<file path="config.mk">
export PLATFORM = sky130hd
export DESIGN_NAME = radix4_seq_divider_flat
export DESIGN_NICKNAME = d
export VERILOG_FILES = /design/src/rtl/radix4_seq_divider_if.sv /design/src/rtl/radix4_seq_divider.sv /design/src/flat_wrapper.sv
export SDC_FILE = /design/constraint.sdc
export NUM_CORES = 1
export LEC_CHECK = 0
export ABC_AREA = 1
export CAP_MARGIN = 20
export CORE_MARGIN = 2
export CORE_UTILIZATION = 58
export CTS_BUF_LIST = sky130_fd_sc_hd__clkbuf_16
export DETAILED_ROUTE_END_ITERATION = 7
export PLACE_DENSITY_LB_ADDON = 0.2
export SETUP_SLACK_MARGIN = 0.1
export SYNTH_ARGS = -nofsm -noshare
export SYNTH_HDL_FRONTEND = slang
export SYNTH_SLANG_ARGS = --single-unit
</file>
<file path="constraint.sdc">
create_clock -name clk -period 4.4 [get_ports clk]
set_clock_uncertainty 0.15 [all_clocks]
set_input_delay 0.44 -clock clk [delete_from_list [all_inputs] [get_ports clk]]
set_output_delay 0.44 -clock clk [all_outputs]
set_load 0.02 [all_outputs]
</file>
<file path="src/rtl/radix4_seq_divider_if.sv">
// radix4_seq_divider_if: start/busy/done handshake and operand/result bus of the radix-4 divider.
`timescale 1ns/1ps
interface radix4_seq_divider_if #(parameter int DW = 8);
   logic            start;
   logic [2*DW-1:0] dividend;
   logic [DW-1:0]   divisor;
   logic            busy;
   logic            done;
   logic [DW-1:0]   quotient;
   logic [DW-1:0]   remainder;
   logic            div_by_zero;
   logic            overflow;
   modport master (output start, dividend, divisor,
                   input busy, done, quotient, remainder, div_by_zero, overflow);
   modport slave  (input start, dividend, divisor,
                   output busy, done, quotient, remainder, div_by_zero, overflow);
endinterface

</file>
<file path="src/rtl/radix4_seq_divider.sv">
// radix4_seq_divider: sequential radix-4 restoring divider, 2*DW/DW -> DW quotient and remainder, 2 bits per clock.
// Define RADIX4_DIV_SIGNED_EN for two's-complement operands (truncating division, remainder follows dividend sign).
`timescale 1ns/1ps
module radix4_seq_divider #(parameter int DW = 8) (
   input logic                 clk,
   input logic                 rst_n,
   radix4_seq_divider_if.slave bus
);
   localparam int NW = DW + 2;
   localparam int IT = DW / 2;
   localparam int CW = $clog2(IT) + 1;
   typedef enum logic [1:0] {IDLE, CHECK, RUN, DONE} state_t;
   state_t          r_state;
   logic [2*DW-1:0] r_a;
   logic [DW-1:0]   r_b, r_lo, r_q, r_rem;
   logic [NW-1:0]   r_r, r_d1, r_d2, r_d3;
   logic [CW-1:0]   r_iter;
   logic            r_busy, r_done, r_dbz, r_ovf;
   logic [2*DW-1:0] w_num;
   logic [DW-1:0]   w_den, w_qn, w_fq, w_fr;
   logic [NW-1:0]   w_d1, w_d2, w_t, w_sub, w_rn;
   logic [1:0]      w_dig;
   logic            w_fovf;
   assign w_d1  = {2'b00, w_den};
   assign w_d2  = {1'b0, w_den, 1'b0};
   assign w_t   = {r_r[DW-1:0], r_lo[DW-1:DW-2]};
   assign w_dig = (w_t >= r_d3) ? 2'd3 : (w_t >= r_d2) ? 2'd2 : (w_t >= r_d1) ? 2'd1 : 2'd0;
   assign w_sub = (w_dig == 2'd3) ? r_d3 : (w_dig == 2'd2) ? r_d2 : (w_dig == 2'd1) ? r_d1 : '0;
   assign w_rn  = w_t - w_sub;
   assign w_qn  = {r_q[DW-3:0], w_dig};
`ifdef RADIX4_DIV_SIGNED_EN
   localparam logic [DW-1:0] HALF = DW'(1) << (DW - 1);
   logic r_nneg, r_qneg;
   assign w_num  = r_a[2*DW-1] ? -r_a : r_a;
   assign w_den  = r_b[DW-1] ? -r_b : r_b;
   assign w_fq   = r_qneg ? -w_qn : w_qn;
   assign w_fr   = r_nneg ? -w_rn[DW-1:0] : w_rn[DW-1:0];
   assign w_fovf = r_qneg ? (w_qn > HALF) : (w_qn >= HALF);
   // operand signs captured while magnitudes are formed, used for the final fix-up
   always_ff @(posedge clk or negedge rst_n) begin
      if (!rst_n) begin
         r_nneg <= 1'b0;
         r_qneg <= 1'b0;
      end else if (r_state == CHECK) begin
         r_nneg <= r_a[2*DW-1];
         r_qneg <= r_a[2*DW-1] ^ r_b[DW-1];
      end
   end
`else
   assign w_num  = r_a;
   assign w_den  = r_b;
   assign w_fq   = w_qn;
   assign w_fr   = w_rn[DW-1:0];
   assign w_fovf = 1'b0;
`endif
   // control FSM and datapath: accept, screen exceptions, iterate radix-4 digits, publish results
   always_ff @(posedge clk or negedge rst_n) begin
      if (!rst_n) begin
         r_state <= IDLE;
         r_a     <= '0;
         r_b     <= '0;
         r_lo    <= '0;
         r_q     <= '0;
         r_rem   <= '0;
         r_r     <= '0;
         r_d1    <= '0;
         r_d2    <= '0;
         r_d3    <= '0;
         r_iter  <= '0;
         r_busy  <= 1'b0;
         r_done  <= 1'b0;
         r_dbz   <= 1'b0;
         r_ovf   <= 1'b0;
      end else begin
         r_done <= 1'b0;
         case (r_state)
            IDLE, DONE: begin
               r_state <= IDLE;
               if (bus.start) begin
                  r_a     <= bus.dividend;
                  r_b     <= bus.divisor;
                  r_q     <= '0;
                  r_rem   <= '0;
                  r_dbz   <= 1'b0;
                  r_ovf   <= 1'b0;
                  r_busy  <= 1'b1;
                  r_state <= CHECK;
               end
            end
            CHECK: begin
               if (w_den == '0) begin
                  r_dbz   <= 1'b1;
                  r_q     <= '1;
                  r_rem   <= r_a[DW-1:0];
                  r_busy  <= 1'b0;
                  r_done  <= 1'b1;
                  r_state <= DONE;
               end else if (w_num[2*DW-1:DW] >= w_den) begin
                  r_ovf   <= 1'b1;
                  r_q     <= '1;
                  r_rem   <= '1;
                  r_busy  <= 1'b0;
                  r_done  <= 1'b1;
                  r_state <= DONE;
               end else begin
                  r_r     <= {2'b00, w_num[2*DW-1:DW]};
                  r_lo    <= w_num[DW-1:0];
                  r_d1    <= w_d1;
                  r_d2    <= w_d2;
                  r_d3    <= w_d1 + w_d2;
                  r_iter  <= '0;
                  r_state <= RUN;
               end
            end
            RUN: begin
               r_r    <= w_rn;
               r_lo   <= {r_lo[DW-3:0], 2'b00};
               r_q    <= w_qn;
               r_iter <= r_iter + 1'b1;
               if (r_iter == CW'(IT - 1)) begin
                  r_q     <= w_fovf ? '1 : w_fq;
                  r_rem   <= w_fovf ? '1 : w_fr;
                  r_ovf   <= w_fovf;
                  r_busy  <= 1'b0;
                  r_done  <= 1'b1;
                  r_state <= DONE;
               end
            end
            default: r_state <= IDLE;
         endcase
      end
   end
   assign bus.busy        = r_busy;
   assign bus.done        = r_done;
   assign bus.quotient    = r_q;
   assign bus.remainder   = r_rem;
   assign bus.div_by_zero = r_dbz;
   assign bus.overflow    = r_ovf;
endmodule
</file>
<file path="src/flat_wrapper.sv">
// flat-port wrapper written by rule: the top's interface ports become plain ports
module radix4_seq_divider_flat 
#(parameter int DW = 8)
  (clk, rst_n, bus_start, bus_dividend, bus_divisor, bus_busy, bus_done, bus_quotient, bus_remainder, bus_div_by_zero, bus_overflow);
  radix4_seq_divider_if #(.DW(DW)) bus_i ();
  input logic clk;
  input logic rst_n;
  input wire logic [$bits(bus_i.start)-1:0] bus_start;
  input wire logic [$bits(bus_i.dividend)-1:0] bus_dividend;
  input wire logic [$bits(bus_i.divisor)-1:0] bus_divisor;
  output wire logic [$bits(bus_i.busy)-1:0] bus_busy;
  output wire logic [$bits(bus_i.done)-1:0] bus_done;
  output wire logic [$bits(bus_i.quotient)-1:0] bus_quotient;
  output wire logic [$bits(bus_i.remainder)-1:0] bus_remainder;
  output wire logic [$bits(bus_i.div_by_zero)-1:0] bus_div_by_zero;
  output wire logic [$bits(bus_i.overflow)-1:0] bus_overflow;
  assign bus_i.start = bus_start;
  assign bus_i.dividend = bus_dividend;
  assign bus_i.divisor = bus_divisor;
  assign bus_busy = bus_i.busy;
  assign bus_done = bus_i.done;
  assign bus_quotient = bus_i.quotient;
  assign bus_remainder = bus_i.remainder;
  assign bus_div_by_zero = bus_i.div_by_zero;
  assign bus_overflow = bus_i.overflow;
  radix4_seq_divider #(.DW(DW)) u_core (.clk(clk), .rst_n(rst_n), .bus(bus_i));
endmodule
</file>
==> impl_metrics.py <==
metrics = {
    "outcome": {
        "outcome": "completed",
    },
    "global_route": {
        "antenna_violations_before_repair": 0,
        "globalRouteOverflowTotal": 0,
        "grt_pass1_wl_mm": 20.8,
        "pin_count_of_the_biggest_net_entering_global_routing": 83,
        "via_count_of_the_first_global_routing_pass": 4271,
        "grtUsageTotal_pct": 27.4,
    },
    "clock_network": {
        "cts_htree_levels": 3,
        "tritoncts.num_buffers": 9,
        "insertion_delay_ns": 0.34,
        "clock_tree.buffer_depth": 2,
        "cts_num_sinks": 82,
        "cts.repair.resized": 0,
        "cts_tree": "built",
        "cell_at_the_root_of_the_clock_tree": "sky130_fd_sc_hd__clkbuf_16",
        "clkSlewWorstSetupHoldPaths_ns": 0.07,
        "postCtsSetupBuffers": 0,
    },
    "worst_setup_path": {
        "crit_arrival_ns": 3.93,
        "critical_path.top_delay_family": "simple AND/OR/NAND/NOR gates",
        "crit_path_max_fanout": 5,
        "critical_path.endpoint_type": "flop",
        "criticalPathCategory": "flop to flop",
        "crit_buf_inv": 4,
        "setup.worst_path.start_class": "flop",
        "timing.critical_path.required_ns": 4.51,
        "worst_path_max_delay_cell": "sky130_fd_sc_hd__dfrtp_1",
        "cpPeakStageDelay_ns": 0.47,
        "cp_most_frequent_cell": "sky130_fd_sc_hd__nand2_1",
    },
    "sta": {
        "setup_violations": 0,
        "tightest_slew_ns": 0.793,
        "fin_crit_ns": 3.82,
        "maxSlewHeadroom_pct": 47.0,
        "timing.fmax_mhz": 262,
        "unrepaired_setup_endpoints_after_global_routing": "no",
        "final_min_period_over_clock_period_pct": 86.7,
        "fin_setup_tns_ns": 0,
        "final_hold_viol_count": 0,
        "timing_max_transition_violations_final": 0,
    },
    "yosys": {
        "synth_cell_type_count": 42,
        "synthDominantAreaCellType": "sky130_fd_sc_hd__dfrtp_1",
        "synthArstFlopShare_pct": 100,
        "synth_enable_flop_cells": 0,
        "mappedNetlistArea_um2": 5150,
        "syn_inst": 623,
        "synthTopCellsByArea": "sky130_fd_sc_hd__dfrtp_1, sky130_fd_sc_hd__ha_1, sky130_fd_sc_hd__nand2_1",
        "ys_warn_count": 0,
        "synth_seq_cells": 82,
        "leading_register_cell_type_out_of_synthesis": "sky130_fd_sc_hd__dfrtp_1",
        "syn_area_per_cell_um2": 8.27,
        "post-synth-top-area-fraction_pct": 39.8,
        "postSynthNetCount": 709,
        "synth.yosys.seq_area_share_pct": 39.8,
    },
    "floorplan": {
        "floorplan.die.height_um": 98.3,
        "floorplan.rows": 34,
        "design.die.area_um2": 9660,
        "core-area_um2": 8680,
        "dieWidth_um": 98.3,
        "design.portCount": 47,
        "start_util_pct": 59.4,
    },
    "hold_path": {
        "hp-class": "flop to flop",
    },
    "detailed_routing": {
        "vias_after_detailed_routing": 4392,
        "wl_per_cell_um": 16.1,
        "drt.antenna.violating_nets": 0,
        "drt-initial-drc-count": 308,
        "dr.pass1.iters": 5,
        "drc_errors": 0,
        "totalWireLength_mm": 12.6,
        "routed_via_density": 5.62,
    },
    "placed_design": {
        "place.detailed.hpwl_mm": 9.18,
        "place.port_buffers": 46,
        "globalplace.congestion": 0.917,
    },
    "layout": {
        "insertedDiodeCount": 0,
        "drive_gt1_share_pct": 9.66,
        "synthToLayoutAreaGrowth_pct": 16.6,
        "num-nets-final": 754,
    },
    "job": {
        "drv.max_cap_violation_count": 0,
    },
}
[metal layers]
layer / share of wire [%] / GRT usage [%]
met5: 0 / 0
met4: 2.4 / 9.17
met3: 4.8 / 4.08
met2: 49 / 45.6
met1: 44 / 37.1
[cell families (layout without fill, tap and decap cells)]
kind of cell	count (synthesis)	after routing	synth area share [%]
fa+ha+maj	59	59	14.6
simple gates	215	215	17.5
mux	6	6	1.31
buf+inv	107	157	8.69
compound gates	149	149	17.2
flops	82	82	39.8
xor+xnor	5	5	0.849
[synthesized netlist by cell type, drive strengths merged (2+ instances only)]
library cell	n
o211ai	6
nand4	5
dfrtp	82
ha	57
o221ai	5
xor2	4
nor2	58
clkbuf	8
nand2	133
mux2	6
buf	11
inv	88
nand3	13
a21oi	61
o21ai	59
fa	2
o31ai	8
or2	4
o22ai	5
[stage by stage]
stage | util, % | hold WS [ns] | cell area, µm² | setup WS (ns) | cells
global route | 69.2 | 0.348 | 6010 | 0.295 | 781
detailed placement | 65.3 | 0.316 | 5670 | 0.698 | 763
finish | 69.2 | 0.331 | 6010 | 0.584 | 781
CTS | 68.8 | 0.169 | 5970 | 0.645 | 779
floorplan | - | -0.00559 | 5150 | 1.06 | 623
global placement | 65.3 | 0.308 | 5670 | 0.742 | 763
[placed cells by master (no fill, tap or decap), types with 5 or more instances in the layout]
cell and instances:
sky130_fd_sc_hd__a21oi_1 58, sky130_fd_sc_hd__buf_4 6, sky130_fd_sc_hd__clkbuf_16 9, sky130_fd_sc_hd__clkdlybuf4s50_1 45, sky130_fd_sc_hd__dfrtp_1 82, sky130_fd_sc_hd__ha_1 57
sky130_fd_sc_hd__inv_1 81, sky130_fd_sc_hd__inv_2 6, sky130_fd_sc_hd__mux2_2 6, sky130_fd_sc_hd__nand2_1 132, sky130_fd_sc_hd__nand3_1 12, sky130_fd_sc_hd__nor2_1 51
sky130_fd_sc_hd__o211ai_1 6, sky130_fd_sc_hd__o21ai_0 37, sky130_fd_sc_hd__o21ai_1 10, sky130_fd_sc_hd__o21ai_2 12, sky130_fd_sc_hd__o221ai_1 5, sky130_fd_sc_hd__o22ai_1 5
sky130_fd_sc_hd__o31ai_1 8
[final timing paths]
| path | startpoint | endpoint | slack [ns] | cells after the start |
|---|---|---|---|---|
| max | u_core.r_r[3]$_DFFE_PN0P_ | u_core.r_r[6]$_DFFE_PN0P_ | 0.58 | 26 |
| max in group asynchronous | rst_n | u_core.r_d3[0]$_DFFE_PN0P_ | 3.17 | 3 |
| min reg2reg | u_core.bus.remainder[3]$_DFFE_PN0P_ | u_core.bus.remainder[3]$_DFFE_PN0P_ | 0.33 | 2 |
| min in group asynchronous | rst_n | u_core.r_d3[5]$_DFFE_PN0P_ | 0.34 | 2 |
| max reg2reg | u_core.r_r[3]$_DFFE_PN0P_ | u_core.r_r[6]$_DFFE_PN0P_ | 0.58 | 26 |
| min | u_core.bus.remainder[3]$_DFFE_PN0P_ | u_core.bus.remainder[3]$_DFFE_PN0P_ | 0.33 | 2 |
[timing repair]
action                                  4_1_cts  5_1_grt
endpoints found under the hold margin         0       11
hold buffers                                  0        1
endpoints found under the setup margin        0        0
[registers in the layout (all words and copies together) (netlist names), 2 cells and up]
| name | cells |
|---|---|
| u_core.r_a | 16 |
| u_core.r_d1 | 7 |
| u_core.r_b | 8 |
| u_core.r_iter | 3 |
| u_core.bus.quotient | 8 |
| u_core.r_d3 | 10 |
| u_core.r_lo | 8 |
| u_core.bus.remainder | 8 |
| u_core.r_state | 2 |
| u_core.r_r | 8 |
[worst reg2reg max path: stages, from the launching register on]
cell and delay [ns]:
sky130_fd_sc_hd__dfrtp_1 0.47, sky130_fd_sc_hd__ha_1 0.35, sky130_fd_sc_hd__a21oi_1 0.16, sky130_fd_sc_hd__nand2_1 0.10, sky130_fd_sc_hd__nand2_1 0.06, sky130_fd_sc_hd__nand2_1 0.08, sky130_fd_sc_hd__nor2_2 0.12, sky130_fd_sc_hd__inv_2 0.08
sky130_fd_sc_hd__nor2_1 0.09, sky130_fd_sc_hd__inv_1 0.08, sky130_fd_sc_hd__nor2_2 0.14, sky130_fd_sc_hd__inv_2 0.07, sky130_fd_sc_hd__o221ai_1 0.13, sky130_fd_sc_hd__o21ai_1 0.10, sky130_fd_sc_hd__ha_1 0.29, sky130_fd_sc_hd__inv_1 0.10
sky130_fd_sc_hd__nor2_1 0.07, sky130_fd_sc_hd__o21ai_0 0.14, sky130_fd_sc_hd__nand2_1 0.10, sky130_fd_sc_hd__nand2_1 0.07, sky130_fd_sc_hd__nand2_1 0.05, sky130_fd_sc_hd__a21oi_1 0.15, sky130_fd_sc_hd__xor2_1 0.08, sky130_fd_sc_hd__or2_2 0.29
sky130_fd_sc_hd__o21ai_0 0.08, sky130_fd_sc_hd__nand2_1 0.07, sky130_fd_sc_hd__o21ai_0 0.08
[layout make-up]
cell class / count / area, µm²
clock buffers: 9 / 225
clock inverters: 7 / 75.1
multi-input cells: 434 / 2660
well taps: 108 / 135
flip-flops and latches: 82 / 2050
fillers: 687 / 2670
repair buffers: 53 / 533
inverters: 88 / 333
Power is left out: the tool's default activity adds up to more than one toggle a clock period on the data nets, which glitch-free logic cannot reach.
